## config.mk

```make
export PLATFORM = sky130hd
export DESIGN_NAME = jtkunio_gfxrom_flat
export DESIGN_NICKNAME = d
export VERILOG_FILES = /design/src/rtl/jtkunio_gfxrom_pkg.sv /design/src/rtl/jtkunio_gfxrom_if.sv /design/src/rtl/jtkunio_gfxrom_slot.sv /design/src/rtl/jtkunio_gfxrom.sv /design/src/flat_wrapper.sv
export SDC_FILE = /design/constraint.sdc
export NUM_CORES = 1
export LEC_CHECK = 0
export ABC_AREA = 1
export BUFFER_PORTS_ARGS = -buffer_cell sky130_fd_sc_hd__buf_2
export CORE_ASPECT_RATIO = 1.4
export CORE_MARGIN = 4
export CORE_UTILIZATION = 50
export DETAILED_ROUTE_END_ITERATION = 10
export PLACE_DENSITY_LB_ADDON = 0.2
export SLEW_MARGIN = 40
export SYNTH_ARGS = -nofsm -noshare
export SYNTH_HDL_FRONTEND = slang
export SYNTH_HIERARCHICAL = 1
export SYNTH_SLANG_ARGS = --single-unit
```

## constraint.sdc

```tcl
create_clock -name clk -period 2.6 [get_ports clk]
set_clock_uncertainty 0.15 [all_clocks]
set_input_delay 0.52 -clock clk [delete_from_list [all_inputs] [get_ports clk]]
set_output_delay 0.52 -clock clk [all_outputs]
set_load 0.02 [all_outputs]
```

## src/rtl/jtkunio_gfxrom_pkg.sv

```systemverilog
// Shared types and constants for the graphics ROM responder: FSM states,
// channel ids, default SDRAM region bases and the word-address helper.
package jtkunio_gfxrom_pkg;

  typedef enum logic [1:0] {IDLE, REQ, BEAT0, BEAT1} state_e;
  typedef enum logic [1:0] {CH_CHAR = 2'd0, CH_SCR = 2'd1, CH_OBJ = 2'd2} ch_e;

  localparam int NUM_CH = 3;
  localparam int AW     = 18;  // widest requester address (obj)

  localparam logic [21:0] CHAR_OFFSET_DEF = 22'h00000;
  localparam logic [21:0] SCR_OFFSET_DEF  = 22'h08000;
  localparam logic [21:0] OBJ_OFFSET_DEF  = 22'h48000;

  // 32-bit word address -> 16-bit SDRAM word address, wrapping at 2^22
  function automatic logic [21:0] rom_addr(input logic [21:0] off, input logic [AW-1:0] a);
    return off + {3'b000, a, 1'b0};
  endfunction

endpackage

```

## src/rtl/jtkunio_gfxrom_if.sv

```systemverilog
// Request/ok bus of the three ROM channels plus the 16-bit SDRAM read port.
interface jtkunio_gfxrom_if;
  logic [13:0] char_addr;
  logic [31:0] char_data;
  logic        char_ok;
  logic [16:0] scr_addr;
  logic [31:0] scr_data;
  logic        scr_ok;
  logic        obj_cs;
  logic [17:0] obj_addr;
  logic [31:0] obj_data;
  logic        obj_ok;
  logic [21:0] sdram_addr;
  logic        sdram_req;
  logic        sdram_ack;
  logic        sdram_rdy;
  logic [15:0] sdram_din;

  modport slave (
    input  char_addr, scr_addr, obj_cs, obj_addr, sdram_ack, sdram_rdy, sdram_din,
    output char_data, char_ok, scr_data, scr_ok, obj_data, obj_ok, sdram_addr, sdram_req
  );

  modport master (
    output char_addr, scr_addr, obj_cs, obj_addr, sdram_ack, sdram_rdy, sdram_din,
    input  char_data, char_ok, scr_data, scr_ok, obj_data, obj_ok, sdram_addr, sdram_req
  );
endinterface

```

## src/rtl/jtkunio_gfxrom_slot.sv

```systemverilog
// One channel's single-entry cache: latched address/data, valid flag and
// the combinational hit compare that drives ok.
module jtkunio_gfxrom_slot
  import jtkunio_gfxrom_pkg::*;
(
  input  logic          clk,
  input  logic          rst_n,
  input  logic          cs_i,
  input  logic [AW-1:0] addr_i,
  input  logic          ld_i,
  input  logic [AW-1:0] ld_addr_i,
  input  logic [31:0]   ld_data_i,
  output logic [31:0]   data_o,
  output logic          ok_o,
  output logic          pend_o
);

  logic [AW-1:0] lat_q, lat_d;
  logic          vld_q, vld_d;
  logic [31:0]   data_q, data_d;

  always_comb begin
    lat_d  = lat_q;
    vld_d  = vld_q;
    data_d = data_q;
    if (ld_i) begin
      lat_d  = ld_addr_i;
      vld_d  = 1'b1;
      data_d = ld_data_i;
    end
  end

  always_ff @(posedge clk or negedge rst_n) begin
    if (!rst_n) begin
      lat_q  <= '0;
      vld_q  <= 1'b0;
      data_q <= '0;
    end else begin
      lat_q  <= lat_d;
      vld_q  <= vld_d;
      data_q <= data_d;
    end
  end

  assign data_o = data_q;
  assign ok_o   = cs_i & vld_q & (addr_i == lat_q);
  assign pend_o = cs_i & ~ok_o;

endmodule

```

## src/rtl/jtkunio_gfxrom.sv

```systemverilog
// Serves the char/scroll/object 32-bit ROM ports from one 16-bit SDRAM read
// port: fixed-priority pick in IDLE, request/ack, then two data beats.
module jtkunio_gfxrom
  import jtkunio_gfxrom_pkg::*;
#(
  parameter logic [21:0] CHAR_OFFSET = CHAR_OFFSET_DEF,
  parameter logic [21:0] SCR_OFFSET  = SCR_OFFSET_DEF,
  parameter logic [21:0] OBJ_OFFSET  = OBJ_OFFSET_DEF
) (
  input  logic           clk,
  input  logic           rst_n,
  jtkunio_gfxrom_if.slave bus
);

  logic [NUM_CH-1:0][AW-1:0] req_addr;
  logic [NUM_CH-1:0][21:0]   offs;
  logic [NUM_CH-1:0][31:0]   data;
  logic [NUM_CH-1:0]         cs, ld, ok, pend;

  state_e        state_q, state_d;
  ch_e           ch_q, ch_d, sel_ch;
  logic [AW-1:0] addr_q, addr_d;
  logic [15:0]   lo_q, lo_d;
  logic [21:0]   saddr_q, saddr_d;
  logic          req_q, req_d;

  assign req_addr[CH_CHAR] = {4'b0, bus.char_addr};
  assign req_addr[CH_SCR]  = {1'b0, bus.scr_addr};
  assign req_addr[CH_OBJ]  = bus.obj_addr;
  assign offs[CH_CHAR]     = CHAR_OFFSET;
  assign offs[CH_SCR]      = SCR_OFFSET;
  assign offs[CH_OBJ]      = OBJ_OFFSET;
  assign cs                = {bus.obj_cs, 1'b1, 1'b1};

  // char > scr > obj
  always_comb begin
    sel_ch = CH_OBJ;
    if (pend[CH_SCR])  sel_ch = CH_SCR;
    if (pend[CH_CHAR]) sel_ch = CH_CHAR;
  end

  always_comb begin
    state_d = state_q;
    ch_d    = ch_q;
    addr_d  = addr_q;
    lo_d    = lo_q;
    saddr_d = saddr_q;
    req_d   = req_q;
    case (state_q)
      IDLE: if (|pend) begin
        ch_d    = sel_ch;
        addr_d  = req_addr[sel_ch];
        saddr_d = rom_addr(offs[sel_ch], req_addr[sel_ch]);
        req_d   = 1'b1;
        state_d = REQ;
      end
      REQ: if (bus.sdram_ack) begin
        req_d = 1'b0;
        // a beat arriving alongside the ack is the first data beat
        if (bus.sdram_rdy) begin
          lo_d    = bus.sdram_din;
          state_d = BEAT1;
        end else begin
          state_d = BEAT0;
        end
      end
      BEAT0: if (bus.sdram_rdy) begin
        lo_d    = bus.sdram_din;
        state_d = BEAT1;
      end
      BEAT1: if (bus.sdram_rdy) state_d = IDLE;
      default: state_d = IDLE;
    endcase
  end

  always_ff @(posedge clk or negedge rst_n) begin
    if (!rst_n) begin
      state_q <= IDLE;
      ch_q    <= CH_CHAR;
      addr_q  <= '0;
      lo_q    <= '0;
      saddr_q <= '0;
      req_q   <= 1'b0;
    end else begin
      state_q <= state_d;
      ch_q    <= ch_d;
      addr_q  <= addr_d;
      lo_q    <= lo_d;
      saddr_q <= saddr_d;
      req_q   <= req_d;
    end
  end

  for (genvar i = 0; i < NUM_CH; i++) begin : g_slot
    assign ld[i] = (state_q == BEAT1) & bus.sdram_rdy & (ch_q == ch_e'(i));

    jtkunio_gfxrom_slot u_slot (
      .clk       (clk),
      .rst_n     (rst_n),
      .cs_i      (cs[i]),
      .addr_i    (req_addr[i]),
      .ld_i      (ld[i]),
      .ld_addr_i (addr_q),
      .ld_data_i ({bus.sdram_din, lo_q}),
      .data_o    (data[i]),
      .ok_o      (ok[i]),
      .pend_o    (pend[i])
    );
  end

  assign bus.char_data  = data[CH_CHAR];
  assign bus.char_ok    = ok[CH_CHAR];
  assign bus.scr_data   = data[CH_SCR];
  assign bus.scr_ok     = ok[CH_SCR];
  assign bus.obj_data   = data[CH_OBJ];
  assign bus.obj_ok     = ok[CH_OBJ];
  assign bus.sdram_addr = saddr_q;
  assign bus.sdram_req  = req_q;

endmodule

```

## src/flat_wrapper.sv

```systemverilog
// flat-port wrapper written by rule: the top's interface ports become plain ports
module jtkunio_gfxrom_flat import jtkunio_gfxrom_pkg::*;
#(
  parameter logic [21:0] CHAR_OFFSET = CHAR_OFFSET_DEF,
  parameter logic [21:0] SCR_OFFSET  = SCR_OFFSET_DEF,
  parameter logic [21:0] OBJ_OFFSET  = OBJ_OFFSET_DEF
)
  (clk, rst_n, bus_char_addr, bus_scr_addr, bus_obj_cs, bus_obj_addr, bus_sdram_ack, bus_sdram_rdy, bus_sdram_din, bus_char_data, bus_char_ok, bus_scr_data, bus_scr_ok, bus_obj_data, bus_obj_ok, bus_sdram_addr, bus_sdram_req);
  jtkunio_gfxrom_if bus_i ();
  input  logic clk;
  input  logic rst_n;
  input wire logic [$bits(bus_i.char_addr)-1:0] bus_char_addr;
  input wire logic [$bits(bus_i.scr_addr)-1:0] bus_scr_addr;
  input wire logic [$bits(bus_i.obj_cs)-1:0] bus_obj_cs;
  input wire logic [$bits(bus_i.obj_addr)-1:0] bus_obj_addr;
  input wire logic [$bits(bus_i.sdram_ack)-1:0] bus_sdram_ack;
  input wire logic [$bits(bus_i.sdram_rdy)-1:0] bus_sdram_rdy;
  input wire logic [$bits(bus_i.sdram_din)-1:0] bus_sdram_din;
  output wire logic [$bits(bus_i.char_data)-1:0] bus_char_data;
  output wire logic [$bits(bus_i.char_ok)-1:0] bus_char_ok;
  output wire logic [$bits(bus_i.scr_data)-1:0] bus_scr_data;
  output wire logic [$bits(bus_i.scr_ok)-1:0] bus_scr_ok;
  output wire logic [$bits(bus_i.obj_data)-1:0] bus_obj_data;
  output wire logic [$bits(bus_i.obj_ok)-1:0] bus_obj_ok;
  output wire logic [$bits(bus_i.sdram_addr)-1:0] bus_sdram_addr;
  output wire logic [$bits(bus_i.sdram_req)-1:0] bus_sdram_req;
  assign bus_i.char_addr = bus_char_addr;
  assign bus_i.scr_addr = bus_scr_addr;
  assign bus_i.obj_cs = bus_obj_cs;
  assign bus_i.obj_addr = bus_obj_addr;
  assign bus_i.sdram_ack = bus_sdram_ack;
  assign bus_i.sdram_rdy = bus_sdram_rdy;
  assign bus_i.sdram_din = bus_sdram_din;
  assign bus_char_data = bus_i.char_data;
  assign bus_char_ok = bus_i.char_ok;
  assign bus_scr_data = bus_i.scr_data;
  assign bus_scr_ok = bus_i.scr_ok;
  assign bus_obj_data = bus_i.obj_data;
  assign bus_obj_ok = bus_i.obj_ok;
  assign bus_sdram_addr = bus_i.sdram_addr;
  assign bus_sdram_req = bus_i.sdram_req;
  jtkunio_gfxrom #(.CHAR_OFFSET(CHAR_OFFSET), .SCR_OFFSET(SCR_OFFSET), .OBJ_OFFSET(OBJ_OFFSET)) u_core (.clk(clk), .rst_n(rst_n), .bus(bus_i));
endmodule
```

==> flow_summary.ini <==
[cells_and_area]
synthToLayoutAreaGrowth_pct = 23.1
layout_commonest_cell = nand2_1
drive_gt1_share_pct = 22.6
nFillCells = 1707
layout_common_cells = nand2_1, dfrtp_1, buf_2
fin_nets = 1545
fin_util_pct = 62.6
regArea_mm2 = 0.00493
multi_input_area_mm2 = 0.00372
num_antenna_cells = 0
final_area_mm2 = 0.0117

[detailed_routing]
dr.first_iter.drc_count = 625
drtAntennaViolNets = 0
vias_per_cell = 5.03
firstDrtPassIters = 5
routed_wl_um = 28500
drc = 0
post_drt_wl_per_cell_um = 16.5
vias = 8675

[grt]
grt_usage_pct = 27.0
grt_overflow = 0
grt_start_max_net_pins = 56
antenna_found_initial = 0
grt_pass1_wl_um = 45000
grt_pass1_vias = 8649

[run]
max_cap_violations = 0

[power]
clkPwrFrac_pct = 19.7
ir_worst_vdd_uv = 684
power_density_mw_per_mm2 = 1170
p_leak_nw = 6.62
p_int_mw = 7.69
pwr-share-comb_pct = 39.3
p_switching_mw = 5.93
swShare_pct = 43.5
seqPwrFrac_pct = 40.9

[floorplan]
core_region_area_mm2 = 0.0186
die_h_um = 171
start_util_pct = 50.9
die_w_um = 124
rows = 59
ios = 192
die-area_mm2 = 0.0212

[cts]
cts_htree_levels = 4
cts.root.buffer_cell = clkbuf_16
cts.clk_slew.worst_paths_ps = 80
clock_path_buffers = 2
cts_tree = done
clk_latency_ps = 440
numCtsBuffers = 17
cts_sinks = 197

[place]
post-place-ws_ps = -286
gp_congestion = 0.952
dp_hpwl_um = 21200
portBuffers = 188
placed_cell_area_mm2 = 0.0110

[synth]
syn_area_mm2 = 0.00946
synthCells = 1224
synth_seq_cells = 197
synth_cell_type_count = 35
yosysSeqAreaShare_pct = 52.1
synth.avg_cell_area_um2 = 7.73
yosysWarnings = 6

[sta]
fin_crit_sh_pct = 97.3
setup_viol = 0
post-route-min-period_ps = 2530
finalMaxSlewViolations = 0
hold_viol_final = 0
maxSlewHeadroom_pct = 56.3
finalSetupTns_ps = 0
worst_slew_pin_slew_ps = 654
fmax_mhz = 395
worst_slack_ps = 70.0

[hold_path]
hold_path.startpoint = bus_sdram_din[13]
hold_class = in2reg
hold_path_end = u_core/g_slot[2].u_slot/data_o[29]
whs_path_depth = 3

[setup_path]
r2r_end = u_core/bus.sdram_addr[19]
r2r_setup_slack_ps = 130
cp_data_required_time_ps = 1930
critPathLaunchType = flip-flop
critPathKind = reg2out
r2r_cells = 19
timing.rr.start = u_core/g_slot[0].u_slot/lat_q[3]
end_kind = output pin
cp.arrival_ps = 1860
worstPathMaxFanout = 2

[run_status]
status = finished, final reports clean
cell type report:
cell class	instances	area share [%]
timing repair buffer	266	13.5
multi-input combinational	850	31.9
tap	244	2.62
clock inverter	14	1.63
sequential	197	42.3
clock buffer	18	3.68
inverter	135	4.35
timing repair:
| item | 4_1_cts | 5_1_grt |
|---|---|---|
| hold buffers | 1 | 0 |
| endpoints found under the setup margin | 2 | 3 |
| gates resized for setup | 6 | 11 |
| buffers inserted | 0 | 2 |
| hold endpoints to repair | 49 | 0 |
| pin swaps | 0 | 6 |
metrics by stage:
step                power, mW  hold WS [ps]  std cells
floorplan                8.79          74.4       1241
global placement         10.7           300       1689
detailed placement       10.9           304       1689
CTS                      13.6           170       1722
global route             14.6           182       1724
finish                   13.6           185       1724
worst max-delay path: stages (launching register included):
cell	delay [ps]
dfrtp_1	350
inv_1	70
nand2_2	90
buf_4	110
nand2_1	40
nor3_1	280
nand2_1	90
nor2_1	190
buf_2	200
sequential cells by signal, indices dropped and copies added (netlist names):
register                     cells
u_core/lo_q                     16
u_core/ch_q                      2
u_core/g_slot.u_slot/vld_q       3
u_core/bus.sdram_addr            7
u_core/bus.sdram_req             1
u_core/state_q                   2
u_core/g_slot.u_slot/data_o     96
u_core/addr_q                   16
u_core/g_slot.u_slot/lat_q      54
Yosys cell counts:
| master | instances | area, um^2 |
|---|---|---|
| buf_2 | 18 | 90.1 |
| clkbuf_1 | 5 | 18.8 |
| dfrtp_1 | 197 | 4930 |
| nand3_1 | 19 | 95.1 |
| nor2_1 | 53 | 199 |
| nand3_2 | 2 | 20.0 |
| xnor2_1 | 3 | 26.3 |
| nor3b_1 | 1 | 7.51 |
| or2_2 | 3 | 18.8 |
| nand2_4 | 1 | 11.3 |
| o21ai_0 | 72 | 360 |
| buf_8 | 1 | 15.0 |
| o21a_1 | 12 | 90.1 |
| or2_1 | 3 | 18.8 |
| buf_12 | 1 | 20.0 |
| ha_1 | 8 | 100 |
| nand4_1 | 34 | 213 |
| nor2_4 | 1 | 11.3 |
| a22oi_1 | 2 | 15.0 |
| inv_2 | 6 | 22.5 |
| nor2_2 | 1 | 6.26 |
| nand2_1 | 590 | 2210 |
| a31oi_1 | 4 | 25.0 |
| inv_1 | 129 | 484 |
| buf_6 | 12 | 135 |
| a22o_1 | 1 | 8.76 |
| nand2_2 | 5 | 31.3 |
| nor3_1 | 5 | 25.0 |
| a21oi_4 | 1 | 16.3 |
| a21oi_1 | 3 | 15.0 |
| buf_4 | 22 | 165 |
| o211ai_1 | 4 | 30.0 |
| o21ai_1 | 2 | 10.0 |
| conb_1 | 2 | 7.51 |
| o21bai_1 | 1 | 7.51 |
power by group through the flow:
stage | logic (mW) | registers (mW) | clock network, mW
after floorplan | 2.71 | 6.09 | 0
after global placement | 5.16 | 5.59 | 0
after detailed placement | 5.31 | 5.60 | 0
after CTS | 5.33 | 5.57 | 2.74
after global routing | 5.96 | 5.75 | 2.88
final | 5.36 | 5.57 | 2.69
routing by layer:
metal  share of wire, %  up-vias  global-route usage [%]
li1                   -     4190                       -
met1                 37     4091                    30.4
met2                 52      317                    49.6
met3                6.2       77                    5.40
met4                4.1        0                    11.8
met5                  0        -                       0
logic make-up (layout without fill, tap and decap cells):
kind of cell / count (synthesis) / after routing / synth area share, %
AOI/OAI and AO/OA: 102 / 102 / 6.11
xor gates and xnor gates: 3 / 3 / 0.278
adders and majority gates: 8 / 8 / 1.06
buffers and inverters: 194 / 433 / 10.0
DFF: 197 / 197 / 52.1
other: 2 / 19 / 0.0794
and+or+nand+nor: 718 / 718 / 30.3
worst max path at each step:
stage	start	endpoint	slack, ps	depth (start not counted)
2_1_floorplan	bus_char_addr[11]	u_core/bus.sdram_addr[19]	70	16
3_3_place_gp	bus_scr_addr[10]	u_core/bus.sdram_addr[19]	-220	16
3_5_place_dp	bus_scr_addr[10]	u_core/bus.sdram_addr[19]	-290	14
4_1_cts	u_core/g_slot[0].u_slot/lat_q[11]	u_core/bus.sdram_addr[19]	10	17
5_1_grt	u_core/g_slot[0].u_slot/lat_q[8]	u_core/bus.sdram_addr[19]	-9	19
6_report	u_core/g_slot[0].u_slot/lat_q[3]	bus_char_ok	70	8
(Power assumes the default switching activity.)
